### src/rtl/bus_dev_fifo.sv
`default_nettype none
// ============================================================================
// bus_dev_fifo : per-terminal first-word-fall-through transmit FIFO with
//                destination screening and overflow/underflow reporting.
// Revision     : 1.0
// ============================================================================
module bus_dev_fifo #(
  parameter int         PCKG_SZ = 16,
  parameter int         DEPTH   = 8,
  parameter int         DRVRS   = 4,
  parameter int         ID      = 0,
  parameter logic [7:0] BCAST   = 8'hFF
) (
  input  logic                       clk,
  input  logic                       rst,
  input  logic                       push,
  input  logic [PCKG_SZ-1:0]         D_push,
  input  logic                       pop,
  output logic [PCKG_SZ-1:0]         D_pop,
  output logic                       pndng,
  output logic                       full,
  output logic [$clog2(DEPTH+1)-1:0] count,
  output logic                       drop,
  output logic                       bad_dst,
  output logic                       udf,
  output logic [7:0]                 ovf_cnt
);

  localparam int              c_aw    = $clog2(DEPTH);
  localparam int              c_cw    = $clog2(DEPTH+1);
  localparam logic [7:0]      c_id    = ID[7:0];
  localparam logic [7:0]      c_drvrs = DRVRS[7:0];
  localparam logic [c_cw-1:0] c_depth = c_cw'(DEPTH);
  localparam logic [c_cw-1:0] c_one   = c_cw'(1);
  localparam logic [c_aw-1:0] c_pinc  = c_aw'(1);

  logic [PCKG_SZ-1:0] r_mem [DEPTH];
  logic [c_aw-1:0]    r_wr_ptr, r_rd_ptr;
  logic [c_cw-1:0]    r_count, w_count_nxt;
  logic               r_pndng, r_full, r_drop, r_bad_dst, r_udf;
  logic [7:0]         r_ovf_cnt;

  logic [7:0] w_dst;
  logic       w_legal_dst, w_legal_push, w_bad_push;
  logic       w_do_push, w_do_pop, w_ovf, w_udf;

  assign w_dst        = D_push[PCKG_SZ-1 -: 8];
  assign w_legal_dst  = ((w_dst < c_drvrs) || (w_dst == BCAST)) && (w_dst != c_id);
  assign w_legal_push = push && w_legal_dst;
  assign w_bad_push   = push && !w_legal_dst;

  // When full, a concurrent pop frees the slot the push lands in.
  assign w_do_pop  = pop && r_pndng;
  assign w_do_push = w_legal_push && (!r_full || pop);
  assign w_ovf     = w_legal_push && r_full && !pop;
  assign w_udf     = pop && !r_pndng;

  always_comb begin
    w_count_nxt = r_count;
    case ({w_do_push, w_do_pop})
      2'b10:   w_count_nxt = r_count + c_one;
      2'b01:   w_count_nxt = r_count - c_one;
      default: w_count_nxt = r_count;
    endcase
  end

  always_ff @(posedge clk or negedge rst) begin
    if (!rst) begin
      r_wr_ptr  <= '0;
      r_rd_ptr  <= '0;
      r_count   <= '0;
      r_pndng   <= 1'b0;
      r_full    <= 1'b0;
      r_drop    <= 1'b0;
      r_bad_dst <= 1'b0;
      r_udf     <= 1'b0;
      r_ovf_cnt <= 8'd0;
    end else begin
      if (w_do_push) r_wr_ptr <= r_wr_ptr + c_pinc;
      if (w_do_pop)  r_rd_ptr <= r_rd_ptr + c_pinc;
      r_count   <= w_count_nxt;
      r_pndng   <= (w_count_nxt != '0);
      r_full    <= (w_count_nxt == c_depth);
      r_drop    <= w_bad_push || w_ovf;
      r_bad_dst <= w_bad_push;
      r_udf     <= w_udf;
      if (w_ovf && (r_ovf_cnt != 8'hFF)) r_ovf_cnt <= r_ovf_cnt + 8'd1;
    end
  end

  // Storage needs no reset; empty-state output is forced to zero below.
  always_ff @(posedge clk) begin
    if (w_do_push) r_mem[r_wr_ptr] <= D_push;
  end

  assign D_pop   = r_pndng ? r_mem[r_rd_ptr] : '0;
  assign pndng   = r_pndng;
  assign full    = r_full;
  assign count   = r_count;
  assign drop    = r_drop;
  assign bad_dst = r_bad_dst;
  assign udf     = r_udf;
  assign ovf_cnt = r_ovf_cnt;

endmodule
`default_nettype wire

### config.mk
export PLATFORM = sky130hd
export DESIGN_NAME = bus_dev_fifo
export DESIGN_NICKNAME = d
export VERILOG_FILES = /design/src/rtl/bus_dev_fifo.sv
export SDC_FILE = /design/constraint.sdc
export NUM_CORES = 1
export LEC_CHECK = 0
export BUFFER_PORTS_ARGS = -buffer_cell sky130_fd_sc_hd__buf_2
export CORE_MARGIN = 2
export CORE_UTILIZATION = 55
export DETAILED_ROUTE_END_ITERATION = 10
export PLACE_DENSITY = 0.72
export SLEW_MARGIN = 20
export SYNTH_ARGS = -nofsm -noshare
export SYNTH_HDL_FRONTEND = slang
export SYNTH_SLANG_ARGS = --single-unit
export TNS_END_PERCENT = 20
### constraint.sdc
create_clock -name clk -period 4.25 [get_ports clk]
set_input_delay 0.6375 -clock clk [delete_from_list [all_inputs] [get_ports clk]]
set_output_delay 0.6375 -clock clk [all_outputs]
set_load 0.05 [all_outputs]
==> flow_summary.yaml <==
timing:
  maxSlewHeadroom: 0.457
  rsz0062_at_grt: "false"
  finalHoldViolCount: 0
  slew_violations: 0
  setup_viol_count_final: 0
  worst_slew_pin_slew_ns: 0.814
  period_share: 0.760
  clock_skew_ns: 0.00761
  fin_crit_ns: 3.23
  hold_ws_ns: 0.0884
  tns_ns: 0
  fmax_mhz: 309
placement:
  placed_cell_area_um2: 6650
  port_buffers: 52
  hpwlAfterDp_um: 6710
  routabilityCongestion: 0.769
cts:
  clock_path_buffers: 2
  cts_resized: 0
  post-cts-setup-buffer-count: 0
  cts-htree-levels: 4
  cts_tree: "built"
  cts_made_buffers: 17
  postCtsHoldBufs: 0
  cts-root-buf: "clkbuf_8"
  clk_pin_slew_ns: 0.06
  clk_latency_ns: 0.52
  cts_sinks: 151
synth:
  synth_fa_ha_area_frac: 0.0122
  synthesis.area_um2: 6170
  synth_area_leader_cell: "edfxtp_1"
  ys_ff_latch: 151
  synth_top_area_share: 0.623
  yosysUniqueCellTypes: 43
  synthesis.nets: 346
  synth-xor-area-share: 0.0185
  yosysSeqAreaShare: 0.716
  synth_most_common_cell: "edfxtp_1"
  synth_edf_count: 128
  synthMuxAreaShare: 0.154
  synth_top_family_by_area: "multiplexers"
  synth_cells: 320
  synth-compound-area-share: 0.0144
  ys_top_cells_by_count: "edfxtp_1, mux4_2, dfrtp_1"
  yosys.area_share.simple: 0.0714
  synthArstFlopShare: 0.152
  synth.avg_cell_area_um2: 19.3
  yosys_warnings: 0
  ys_top_cells_by_area: "edfxtp_1, mux4_2, dfrtp_1"
  synth_flop_cell: "edfxtp_1"
final_layout:
  syn_to_final_growth_pct: 17.2
  diodes: 0
  final_nets: 414
  design_area_um2: 7230
  drive_above_1_share: 0.351
drt:
  dr.first_iter.drc_count: 190
  drc: 0
  num_vias: 3137
  drt-total-wl_um: 11100
  postRouteAntennaNets: 0
  viasPerCell: 5.82
  post_drt_wl_per_cell_um: 20.7
  drt-pass1-iter-count: 4
worst_hold_path:
  hold_path_class: "input port to async pin"
die:
  boundaryPins: 53
  num_rows: 38
  dieArea_um2: 12100
  coreArea_um2: 10900
  die_w_um: 110
  die_h_um: 110
  start_util: 0.567
setup_path:
  rr_worst_depth: 11
  arrival_ns: 2.59
  crit_fanout: 20
  cp-end-kind: "primary output"
  worstPathRequired_ns: 3.61
  start_kind: "flop"
  critPathKind: "flop to primary output"
global_routing:
  grt_pass1_vias: 3194
  grt_pass1_wl_um: 17400
  antenna_found_initial: 0
  grt_util_all_layers: 0.205
  grt_overflow: 0
  grt_max_degree: 35
outcome:
  status: "completed"
pwr:
  power_density_nw_per_um2: 656
  irDropWorstVdd_mv: 0.446
  p_leak_uw: 0.00264
flow_run:
  maxCapViolCount: 0
state kept, by name, summed over array words and instances (netlist names):
name	count
r_mem	128
ovf_cnt	8
count	4
r_rd_ptr	3
r_wr_ptr	3
bad_dst	1
drop	1
full	1
pndng	1
udf	1
through the flow:
stage,setup WS (ns),cells,utilization,power [uW]
floorplan,0.840,320,-,3010
global placement,0.756,509,0.611,3310
detailed placement,0.492,509,0.611,3330
CTS,0.932,539,0.664,4800
global route,0.799,539,0.664,4950
finish,1.02,539,0.664,4740
worst max-delay path: stages (launching register included):
cell     delay (ns)
dfrtp_2        0.81
buf_4          0.34
mux4_2         0.52
mux2i_1        0.13
nor2b_1        0.06
buf_2          0.21
final timing paths:
check	start	to	slack (ns)
worst max-delay path	r_rd_ptr[0]	D_pop[6]	1.02
worst min-delay path	rst	count[0]	0.09
worst max register to register	full	pndng	1.20
worst min register to register	ovf_cnt[5]	ovf_cnt[5]	0.49
max in group asynchronous	rst	r_rd_ptr[2]	3.77
min in group clk	D_push[1]	r_mem[5][1]	0.39
cell type report:
| type | instances | area, um^2 |
|---|---|---|
| multi-input combinational | 152 | 1700 |
| fill | 713 | 3660 |
| sequential | 151 | 4420 |
| timing repair buffer | 63 | 343 |
| clock inverter | 13 | 163 |
| clock buffer | 17 | 414 |
| tap | 140 | 175 |
| inverter | 3 | 11.3 |
report_power, final:
group          total [uW]  internal, uW  leakage (uW)  switching (uW)
Sequential           1880          1660       0.00144             220
Combinational        1400           559      0.000905             842
Clock                1460           933      0.000291             529
Total                4740          3150       0.00264            1590
kinds of logic after synthesis:
group / after synthesis
XOR/XNOR: 13
AO/OA/AOI/OAI: 11
flip-flops: 151
buffers and inverters: 17
multiplexers: 54
AND/OR/NAND/NOR: 68
adder cells (fa/ha/maj): 6
metal layers:
metal / GRT usage / vias to the layer above / part of all wire
met3: 0.0545 / 11 / 0.058
li1: - / 1424 / -
met1: 0.273 / 1600 / 0.42
met2: 0.329 / 102 / 0.50
met5: 0 / - / 0
met4: 0.0759 / 0 / 0.014
layout by cell type, fill, tap and decap left out, types with 2 or more instances in the layout:
master     synthesis  layout
buf_4              1      11
nor2b_1           20      20
inv_1              3       3
nand2_1            5       5
bufinv_16          0       4
and3_1             2       2
nor3_1             2       2
nand4_1            3       3
ha_1               6       6
nor4b_2            1       3
o211ai_1           2       2
dfrtp_1           23      20
mux2i_1           16      16
nand3_1            6       6
buf_2              6      52
nor4_1             5       4
dfrtp_2            0       3
xnor2_1            4       4
nor4_2             2       3
and4b_1            2       2
mux2_2             5       5
edfxtp_1         128     128
clkinv_1           0       2
and3b_1            2       2
xor2_1             9       9
clkinv_2           0       7
nor2_1             7       7
nand2b_1           4       4
clkbuf_16          0      16
mux4_2            32      32
Note: power is estimated with default switching activity, not from simulation.
